<file path="config.mk">
export PLATFORM = sky130hd
export DESIGN_NAME = seq_scan_arbiter
export DESIGN_NICKNAME = d
export VERILOG_FILES = /design/src/rtl/seq_scan_pkg.sv /design/src/rtl/pattern_det_core.sv /design/src/rtl/seq_scan_arbiter.sv
export SDC_FILE = /design/constraint.sdc
export NUM_CORES = 1
export LEC_CHECK = 0
export ABC_AREA = 1
export BUFFER_PORTS_ARGS = -buffer_cell sky130_fd_sc_hd__clkbuf_2
export CORE_UTILIZATION = 25
export CTS_CLUSTER_DIAMETER = 50
export DETAILED_ROUTE_END_ITERATION = 10
export GPL_ROUTABILITY_DRIVEN = 1
export HOLD_SLACK_MARGIN = 0.02
export SYNTH_ARGS = -nofsm -noshare
export SYNTH_HDL_FRONTEND = slang
export SYNTH_SLANG_ARGS = --single-unit
</file>
<file path="constraint.sdc">
create_clock -name clk -period 2.8 [get_ports clk]
set_input_delay 0.14 -clock clk [delete_from_list [all_inputs] [get_ports clk]]
set_output_delay 0.14 -clock clk [all_outputs]
set_load 0.01 [all_outputs]
</file>
<file path="src/rtl/seq_scan_pkg.sv">
// Shared types and default pattern constants for the sequential scan arbiter.
// Optional overlap counting is selected with the SEQ_SCAN_OVERLAP_EN macro (see pattern_det_core).
package seq_scan_pkg;

    typedef enum logic [1:0] {
        IDLE = 2'd0,
        LOAD = 2'd1,
        SCAN = 2'd2,
        DONE = 2'd3
    } state_t;

    localparam int         DEF_PLEN    = 4;
    localparam logic [3:0] DEF_PATTERN = 4'b0110;

endpackage

</file>
<file path="src/rtl/pattern_det_core.sv">
// Mealy serial pattern detector: hit is combinational on the current bit and the stored history.
// Define SEQ_SCAN_OVERLAP_EN to count overlapping hits; otherwise a hit restarts the fill.
module pattern_det_core
    import seq_scan_pkg::*;
#(
    parameter int              PLEN    = DEF_PLEN,
    parameter logic [PLEN-1:0] PATTERN = PLEN'(DEF_PATTERN)
) (
    input  logic clk,
    input  logic reset,
    input  logic clr,
    input  logic vld,
    input  logic bit_in,
    output logic hit
);

    localparam int FW = $clog2(PLEN + 1);

    logic [PLEN-2:0] window;
    logic [FW-1:0]   fill;
    logic [PLEN-1:0] cand;

    assign cand = {window, bit_in};
    assign hit  = vld && (fill >= FW'(PLEN - 1)) && (cand == PATTERN);

    always_ff @(posedge clk) begin
        if (reset || clr) begin
            window <= '0;
            fill   <= '0;
        end else if (vld) begin
            window <= cand[PLEN-2:0];
`ifdef SEQ_SCAN_OVERLAP_EN
            fill <= (fill == FW'(PLEN)) ? fill : fill + 1'b1;
`else
            // A hit consumes its bits: the next match must be built from fresh input.
            if (hit)
                fill <= '0;
            else
                fill <= (fill == FW'(PLEN)) ? fill : fill + 1'b1;
`endif
        end
    end

endmodule

</file>
<file path="src/rtl/seq_scan_arbiter.sv">
// Round-robin arbiter that scans one requester word at a time through a shared pattern detector.
// Overlapping-hit counting is enabled by defining SEQ_SCAN_OVERLAP_EN.
module seq_scan_arbiter
    import seq_scan_pkg::*;
#(
    parameter int              NREQ    = 4,
    parameter int              W       = 8,
    parameter int              PLEN    = DEF_PLEN,
    parameter logic [PLEN-1:0] PATTERN = PLEN'(DEF_PATTERN)
) (
    input  logic                     clk,
    input  logic                     reset,
    input  logic [NREQ-1:0]          req,
    input  logic [NREQ*W-1:0]        data_in,
    output logic [NREQ-1:0]          grant,
    output logic                     busy,
    output logic                     done,
    output logic [$clog2(NREQ)-1:0]  done_id,
    output logic [$clog2(W+1)-1:0]   match_cnt
);

    localparam int IDW = $clog2(NREQ);
    localparam int CW  = $clog2(W + 1);
    localparam int BW  = $clog2(W);

    state_t         state, next_state;
    logic [IDW-1:0] ptr, id, pick;
    logic [W-1:0]   shreg;
    logic [CW-1:0]  cnt;
    logic [BW-1:0]  bit_idx;
    logic           hit;
    logic           last_bit;

    assign last_bit = (bit_idx == BW'(W - 1));

    // First requester at or after the pointer, wrapping around.
    always_comb begin
        pick = '0;
        for (int i = NREQ - 1; i >= 0; i--) begin
            if (req[(int'(ptr) + i) % NREQ])
                pick = IDW'((int'(ptr) + i) % NREQ);
        end
    end

    always_ff @(posedge clk) begin
        if (reset)
            state <= IDLE;
        else
            state <= next_state;
    end

    always_comb begin
        next_state = state;
        case (state)
            IDLE: if (|req) next_state = LOAD;
            LOAD: next_state = SCAN;
            SCAN: if (last_bit) next_state = DONE;
            DONE: next_state = IDLE;
            default: next_state = IDLE;
        endcase
    end

    always_ff @(posedge clk) begin
        if (reset) begin
            ptr       <= '0;
            id        <= '0;
            shreg     <= '0;
            cnt       <= '0;
            bit_idx   <= '0;
            done_id   <= '0;
            match_cnt <= '0;
        end else begin
            case (state)
                IDLE: if (|req) id <= pick;
                LOAD: begin
                    shreg   <= data_in[int'(id)*W +: W];
                    cnt     <= '0;
                    bit_idx <= '0;
                end
                SCAN: begin
                    shreg   <= shreg << 1;
                    cnt     <= cnt + CW'(hit);
                    bit_idx <= bit_idx + 1'b1;
                    // Result registers update once per word so they hold until the next done.
                    if (last_bit) begin
                        match_cnt <= cnt + CW'(hit);
                        done_id   <= id;
                    end
                end
                DONE: ptr <= (id == IDW'(NREQ - 1)) ? '0 : id + 1'b1;
                default: ;
            endcase
        end
    end

    always_comb begin
        grant = '0;
        if (state == LOAD || state == SCAN)
            grant[id] = 1'b1;
    end

    assign busy = (state != IDLE);
    assign done = (state == DONE);

    pattern_det_core #(
        .PLEN    (PLEN),
        .PATTERN (PATTERN)
    ) u_core (
        .clk    (clk),
        .reset  (reset),
        .clr    (state == LOAD),
        .vld    (state == SCAN),
        .bit_in (shreg[W-1]),
        .hit    (hit)
    );

endmodule
</file>
Word-level counts from Yosys, hierarchy flattened
Cells that the tools add are included.
{"block": "op_classes", "add_sub_neg": 7, "n_lt_le_gt_ge": 7, "n_eq_ne": 10, "shifts": 1, "muxes": 27, "bitwise_logic": 3, "n_reduce_logical": 16}
{"operator": "indexed part select 32 x 6 -> 8 bit", "count": 1}
{"operator": "one-hot mux 8 bit (2 select lines)", "count": 1}
{"operator": "two-way mux 2 bit", "count": 7}
{"operator": "< comparator 3 x 4 -> 1 bit (second input constant)", "count": 3}
{"operator": "binary-select mux 1 bit (select 2 bit)", "count": 4}
{"operator": "two-way mux 1 bit", "count": 8}
{"operator": "one-hot mux 2 bit (4 select lines)", "count": 1}
{"operator": "one-hot mux 4 bit (2 select lines)", "count": 1}
{"operator": "AND reduction 2 bit", "count": 4}
{"operator": "adder 3 x 1 -> 3 bit (second input constant)", "count": 2}
{"operator": "equality test 2 bit (second input constant)", "count": 3}
{"operator": "equality test 3 bit (second input constant)", "count": 2}
{"operator": "< comparator 2 x 3 -> 1 bit (second input constant)", "count": 2}
{"operator": "two-way mux 3 bit", "count": 2}
{"operator": "inequality test 2 bit (second input constant)", "count": 3}
{"operator": "one-hot mux 3 bit (2 select lines)", "count": 1}
{"operator": "OR reduction 2 bit", "count": 3}
{"operator": "adder 2 x 1 -> 2 bit (second input constant)", "count": 2}
{"operator": "adder 2 bit (second input constant)", "count": 2}
{"operator": "adder 4 x 1 -> 4 bit", "count": 1}
{"operator": "equality test 4 x 3 -> 1 bit (second input constant)", "count": 1}
{"operator": "two-way mux 4 bit", "count": 1}
{"operator": "nonzero test 2 bit", "count": 2}
{"operator": "OR reduction 4 bit", "count": 1}
{"operator": "other kinds (8)", "count": 13}
{"block": "totals", "regBits": 33, "in_bits": 38, "out_inout_bits": 12, "word_cells": 81}

Depth between registers and ports, before layout
{"block": "depth", "depth_word": 10, "depth_mapped": 11, "ltp_nobuf": 11}

By module
Synthesis repeated with hierarchy kept, for this count alone.
{"block": "hier_totals", "cells_unflattened": 286, "area_unflattened_um2": 2021.9}
{"module": "seq_scan_arbiter", "instances": 1, "cells_each": 236, "area_each_um2": 1629.1, "seq_area_each_um2": 540.5}
{"module": "pattern_det_core", "instances": 1, "cells_each": 50, "area_each_um2": 392.9, "seq_area_each_um2": 120.1}

Least setup slack after synthesis
Ideal clock, no wire load.
{"block": "synth_path", "path_type": "register -> register", "start": "reg state[0]", "end": "reg cnt[2]", "t_arrival_ns": 1.657, "t_required_ns": 2.729, "slack_ns": 1.071, "stages_incl_launch_ff": 11, "path_buffers": 1, "cell_sequence": "dfxtp_1 -> inv_1 -> ha_1 -> buf_2 -> nand3_1 -> nor2_1 -> ha_1 -> ha_1 -> xor2_1 -> nand2_1 -> a21oi_1"}
{"block": "synth_via", "elab_chain_cells": 5, "word_cells_on_any_way": 7, "classes_between": "add/sub: 1; eq/ne: 2; mux: 1; reduce/logical: 3"}
{"element": "from (decl)", "line": "seq_scan_arbiter.sv:26", "source": "state_t state, next_state;"}
{"element": "from (signal assigned)", "line": "seq_scan_arbiter.sv:49", "source": "state <= next_state;"}
{"element": "equality test 2 bit", "line": "seq_scan_arbiter.sv:73, seq_scan_arbiter.sv:112"}
{"element": "logical AND 1 bit (2 in series)", "line": "pattern_det_core.sv:24", "source": "assign hit = vld && (fill >= FW'(PLEN - 1)) && (cand == PATTERN);"}
{"element": "adder 4 x 1 -> 4 bit", "line": "seq_scan_arbiter.sv:82", "source": "cnt <= cnt + CW'(hit);"}
{"element": "one-hot mux 4 bit (2 select lines)", "line": "seq_scan_arbiter.sv:73", "source": "case (state)"}
{"element": "to (signal assigned)", "line": "seq_scan_arbiter.sv:82"}
{"element": "to (decl)", "line": "seq_scan_arbiter.sv:29", "source": "logic [CW-1:0] cnt;"}
Several ways; a longest one is shown, not always the timed one.
A chain may end at the register's enable or synchronous reset.

Worst setup path in the final report
{"block": "layout_path", "start": "reg state[1]", "end": "reg shreg[0]"}
{"block": "layout_via", "elab_chain_cells": 2, "word_cells_on_any_way": 4, "classes_between": "eq/ne: 2; mux: 1; reduce/logical: 1"}
{"element": "equality test 2 bit / equality test 2 x 1 -> 1 bit (equally long branches)", "line": "seq_scan_arbiter.sv:73"}
{"element": "one-hot mux 8 bit (2 select lines) / nonzero test 2 bit (equally long branches)"}
{"element": "to (signal assigned)", "line": "seq_scan_arbiter.sv:76", "source": "shreg <= data_in[int'(id)*W +: W];"}
{"element": "to (signal assigned)", "line": "seq_scan_arbiter.sv:81", "source": "shreg <= shreg << 1;"}
{"element": "to (decl)", "line": "seq_scan_arbiter.sv:28", "source": "logic [W-1:0] shreg;"}
Several ways; a longest one is shown, not always the timed one.

==> out/qor_table.md <==
| Parameter | Value | Unit |
|:---|:---|:---|
| Result of the run | finished, final reports clean | - |
| Cells on worst reg2reg path | 6 | - |
| Count of maximum capacitance violations | 0 | - |
| Switching fraction of total power | 41.44 | % |
| Maximum number of pins on one net before global-route repair | 23 | - |
| Highest-count cells in the layout ignoring fill and taps | sky130_fd_sc_hd__nand2_1 (53), sky130_fd_sc_hd__clkbuf_2 (49), sky130_fd_sc_hd__nor2_1 (45) | - |
| Area of the core | 7408 | µm² |
| Overall power after layout | 0.001816 | W |
| Final routed wirelength across all metal layers | 4.474 | mm |
| Part of the total power dissipated in the clock network | 19.5 | % |
| Number of register bits inferred by synthesis | 33 | - |
| Setup Fix Bufs, Post-CTS | 0 | - |
| Height of the die | 90.56 | µm |
| Number of hold-repair buffers added at the cts stage | 0 | - |
| Vias per cell | 4.466 | - |
| Maximum root-to-sink buffer count | 2 | - |
| RR Endpoint | shreg[0]$_SDFFE_PP0P_ | - |
| Root buffer cell | sky130_fd_sc_hd__clkbuf_8 | - |
| Sum of negative setup slack | 0 | ps |
| Clock buffer count from CTS | 5 | - |
| First DRT Iteration DRCs | 56 | - |
| CTS tree | yes | - |
| Reg-to-reg slack, setup | 760 | ps |
| Gp weighted congestion | 0.8205 | - |
| Maximum level of the CTS H-tree | 2 | - |
| Layout Nets | 392 | - |
| Worst rel slew slack | 64.31 | % |
| Number of synthesis warnings | 0 | - |
| Maximum fanout count along the critical path | 15 | - |
| Family of cells with the greatest summed delay on the critical path | simple AND/OR/NAND/NOR gates | - |
| GRT Resource Usage Total | 11.35 | % |
| Via count | 1956 | - |
| I/O Pins | 50 | - |
| Worst Tran Pin Value | 533.4 | ps |
| Antenna Violating Nets Remaining | 0 | - |
| Post-route DRC violation count | 0 | - |
| Max Clock Freq | 490.5 | MHz |
| Leakage | 1.137 | nW |
| Series of cell instances along the critical path | inv_1 -> ha_1 -> inv_1 -> nor2_1 -> nand2_1 -> a21oi_1 | - |
| Internal portion of total power | 0.001063 | W |
| Worst endpoint required time | 3000 | ps |
| Detailed Place HPWL | 3.484 | mm |
| Number of antenna violations at the first check in global routing | 0 | - |
| Worst Setup EP | shreg[0]$_SDFFE_PP0P_ | - |
| Sequential share of the synthesized area | 33.69 | % |
| Count of final setup violators | 0 | - |
| Count of final hold-check violations | 0 | - |
| Placement row count | 31 | - |
| Part of the total power dissipated in combinational logic | 45.8 | % |
| Areal power density over the cells | 762.5 | nW/µm² |
| Clock latency at the later pin of the worst-skew pair | 280 | ps |
| Min-Delay Path Class | in -> reg | - |
| Part of the power in registers | 34.6 | % |
| Resize count post-CTS | 0 | - |
| Detailed-routing iteration count for the pre-antenna-repair pass | 4 | - |
| Via count of the first global-routing pass | 1868 | - |
| Area overhead of the layout relative to synthesis | 21.44 | % |
| Worst IR drop on VDD | 294.1 | µV |
| First-pass GRT wire length | 7.721 | mm |
| Net switching power figure | 0.0007524 | W |
| Gate count of the mapped netlist | 290 | - |
| Global-route congestion overflow total | 0 | - |
| Nature of the critical path startpoint | register | - |
| Number of max-slew violations in the final report | 0 | - |
| WL/cell | 10.21 | µm |
| Clock-pin slew reported for the worst setup and hold paths after clock tree synthesis | 60 | ps |
| Number of nets produced by synthesis | 343 | - |
| Area of the die | 8201 | µm² |
| Cell Area, Synth | 1961 | µm² |
| Critical path's largest stage delay | 550 | ps |
| Share of final-layout standard cells stronger than drive strength 1 | 21.83 | % |
| Effective utilization at floorplan | 26.47 | % |
| Dominant cell type by count on the critical path | sky130_fd_sc_hd__inv_1 | - |
| Post-Synthesis Mean Instance Area | 6.761 | µm² |
| Number of diodes | 0 | - |
| Worst flop-to-flop path startpoint | state[1]$_SDFFE_PP0P_ | - |
| Sink count of the clock tree | 33 | - |
| Number of distinct library cells after synthesis | 28 | - |
| Element type at the critical path end | register | - |
| Final Skew | 4.934 | ps |
| Post-route clock period utilization | 72.81 | % |
| Final critical-path required period | 2039 | ps |
| Die width | 90.56 | µm |
| Count of port buffers added during placement | 49 | - |
| Cell with the largest stage delay on the worst path | sky130_fd_sc_hd__ha_1 | - |
| Worst path arrival time | 2240 | ps |
| Sum of buffers and inverters on the critical path | 2 | - |
| CP Launch Point | state[1]$_SDFFE_PP0P_ | - |
| Core Util, Final | 32.14 | % |
| Critical Setup Path Class | reg -> reg | - |
| Instance count on the critical path | 6 | - |
| Setup repair after global routing missed its margin | false | - |
| Most common library cell in the layout ignoring fill and taps | sky130_fd_sc_hd__nand2_1 | - |
-- routing by layer --
layer | vias to the layer above | track usage, % | part of all wire (%)
met5 | - | 0 | 0
met4 | 0 | 3.898 | 1.4
met3 | 6 | 2.525 | 4.2
met2 | 44 | 19.38 | 44
met1 | 855 | 13.95 | 50
li1 | 1051 | - | -
-- cells by family after synthesis --
group           Yosys count  synth area share, %
fa+ha+maj                15                9.572
buf+inv                  45                9.445
simple gates            117                24.31
xor+xnor                  2               0.8936
flops                    33                33.69
compound gates           78                22.08
-- final cells by class --
type	instances	area (µm²)
timing repair buffer	51	260.3
multi-input combinational	212	1115
inverter	36	135.1
fill	809	5027
tap	99	123.9
clock buffer	7	86.33
sequential	33	660.6
-- flip-flops by register name (all words and copies together) (netlist names) --
signal and flops:
u_core.fill 3, match_cnt 4, cnt 4, bit_idx 3
done_id 2, state 2, id 2, u_core.window 3
shreg 8, ptr 2
-- worst reg2reg max path: stages (launching register included) --
cell	delay, ps
sky130_fd_sc_hd__dfxtp_1	360
sky130_fd_sc_hd__inv_1	80
sky130_fd_sc_hd__ha_1	550
sky130_fd_sc_hd__inv_1	250
sky130_fd_sc_hd__nor2_1	470
sky130_fd_sc_hd__nand2_1	120
sky130_fd_sc_hd__a21oi_1	140
-- stage by stage --
step	hold slack, ps	instance area, µm²	cells	worst slack [ps]
floorplan	332.0	1961	290	1071
global placement	454.1	2295	431	847.7
detailed placement	456.7	2295	431	734.3
CTS	272.8	2381	438	725.3
global route	278.1	2381	438	478.3
finish	276.7	2381	438	761.4
-- cells in the mapped netlist (all sizes together) --
cell type	count	area share, %
a211oi	1	0.38
a21oi	27	7.5
a221oi	1	0.45
a31oi	1	0.32
buf	7	2.2
clkbuf	2	0.38
clkinv	1	0.19
dfxtp	33	34
ha	15	9.6
inv	35	6.7
nand2	59	12
nand3	11	3.1
nand4	1	0.32
nor2	45	8.6
nor3	1	0.26
o211a	1	0.51
o21ai	32	8.2
o22ai	15	4.8
xnor2	1	0.45
xor2	1	0.45
-- power by group through the flow --
| stage | Sequential [W] | Clock [W] | Combinational, W |
|---|---|---|---|
| 6_report | 0.000629 | 0.000355 | 0.000832 |
| 5_1_grt | 0.000640 | 0.000387 | 0.000968 |
| 4_1_cts | 0.000629 | 0.000367 | 0.000842 |
| 3_5_place_dp | 0.000640 | 0 | 0.000839 |
| 3_3_place_gp | 0.000637 | 0 | 0.000821 |
| 2_1_floorplan | 0.000623 | 0 | 0.000656 |
-- worst min-delay path by stage --
stage                                  start                       endpoint  slack (ps)  cells past startpoint
6_report                          data_in[0]          shreg[0]$_SDFFE_PP0P_         280                      5
3_5_place_dp   u_core.window[2]$_SDFFE_PP0P_  u_core.window[2]$_SDFFE_PP0P_         460                      2
5_1_grt                           data_in[0]          shreg[0]$_SDFFE_PP0P_         280                      5
2_1_floorplan                          reset  u_core.window[2]$_SDFFE_PP0P_         330                      3
3_3_place_gp   u_core.window[0]$_SDFFE_PP0P_  u_core.window[1]$_SDFFE_PP0P_         450                      2
4_1_cts                           data_in[0]          shreg[0]$_SDFFE_PP0P_         270                      5
Power figures use the tool's default switching activity.
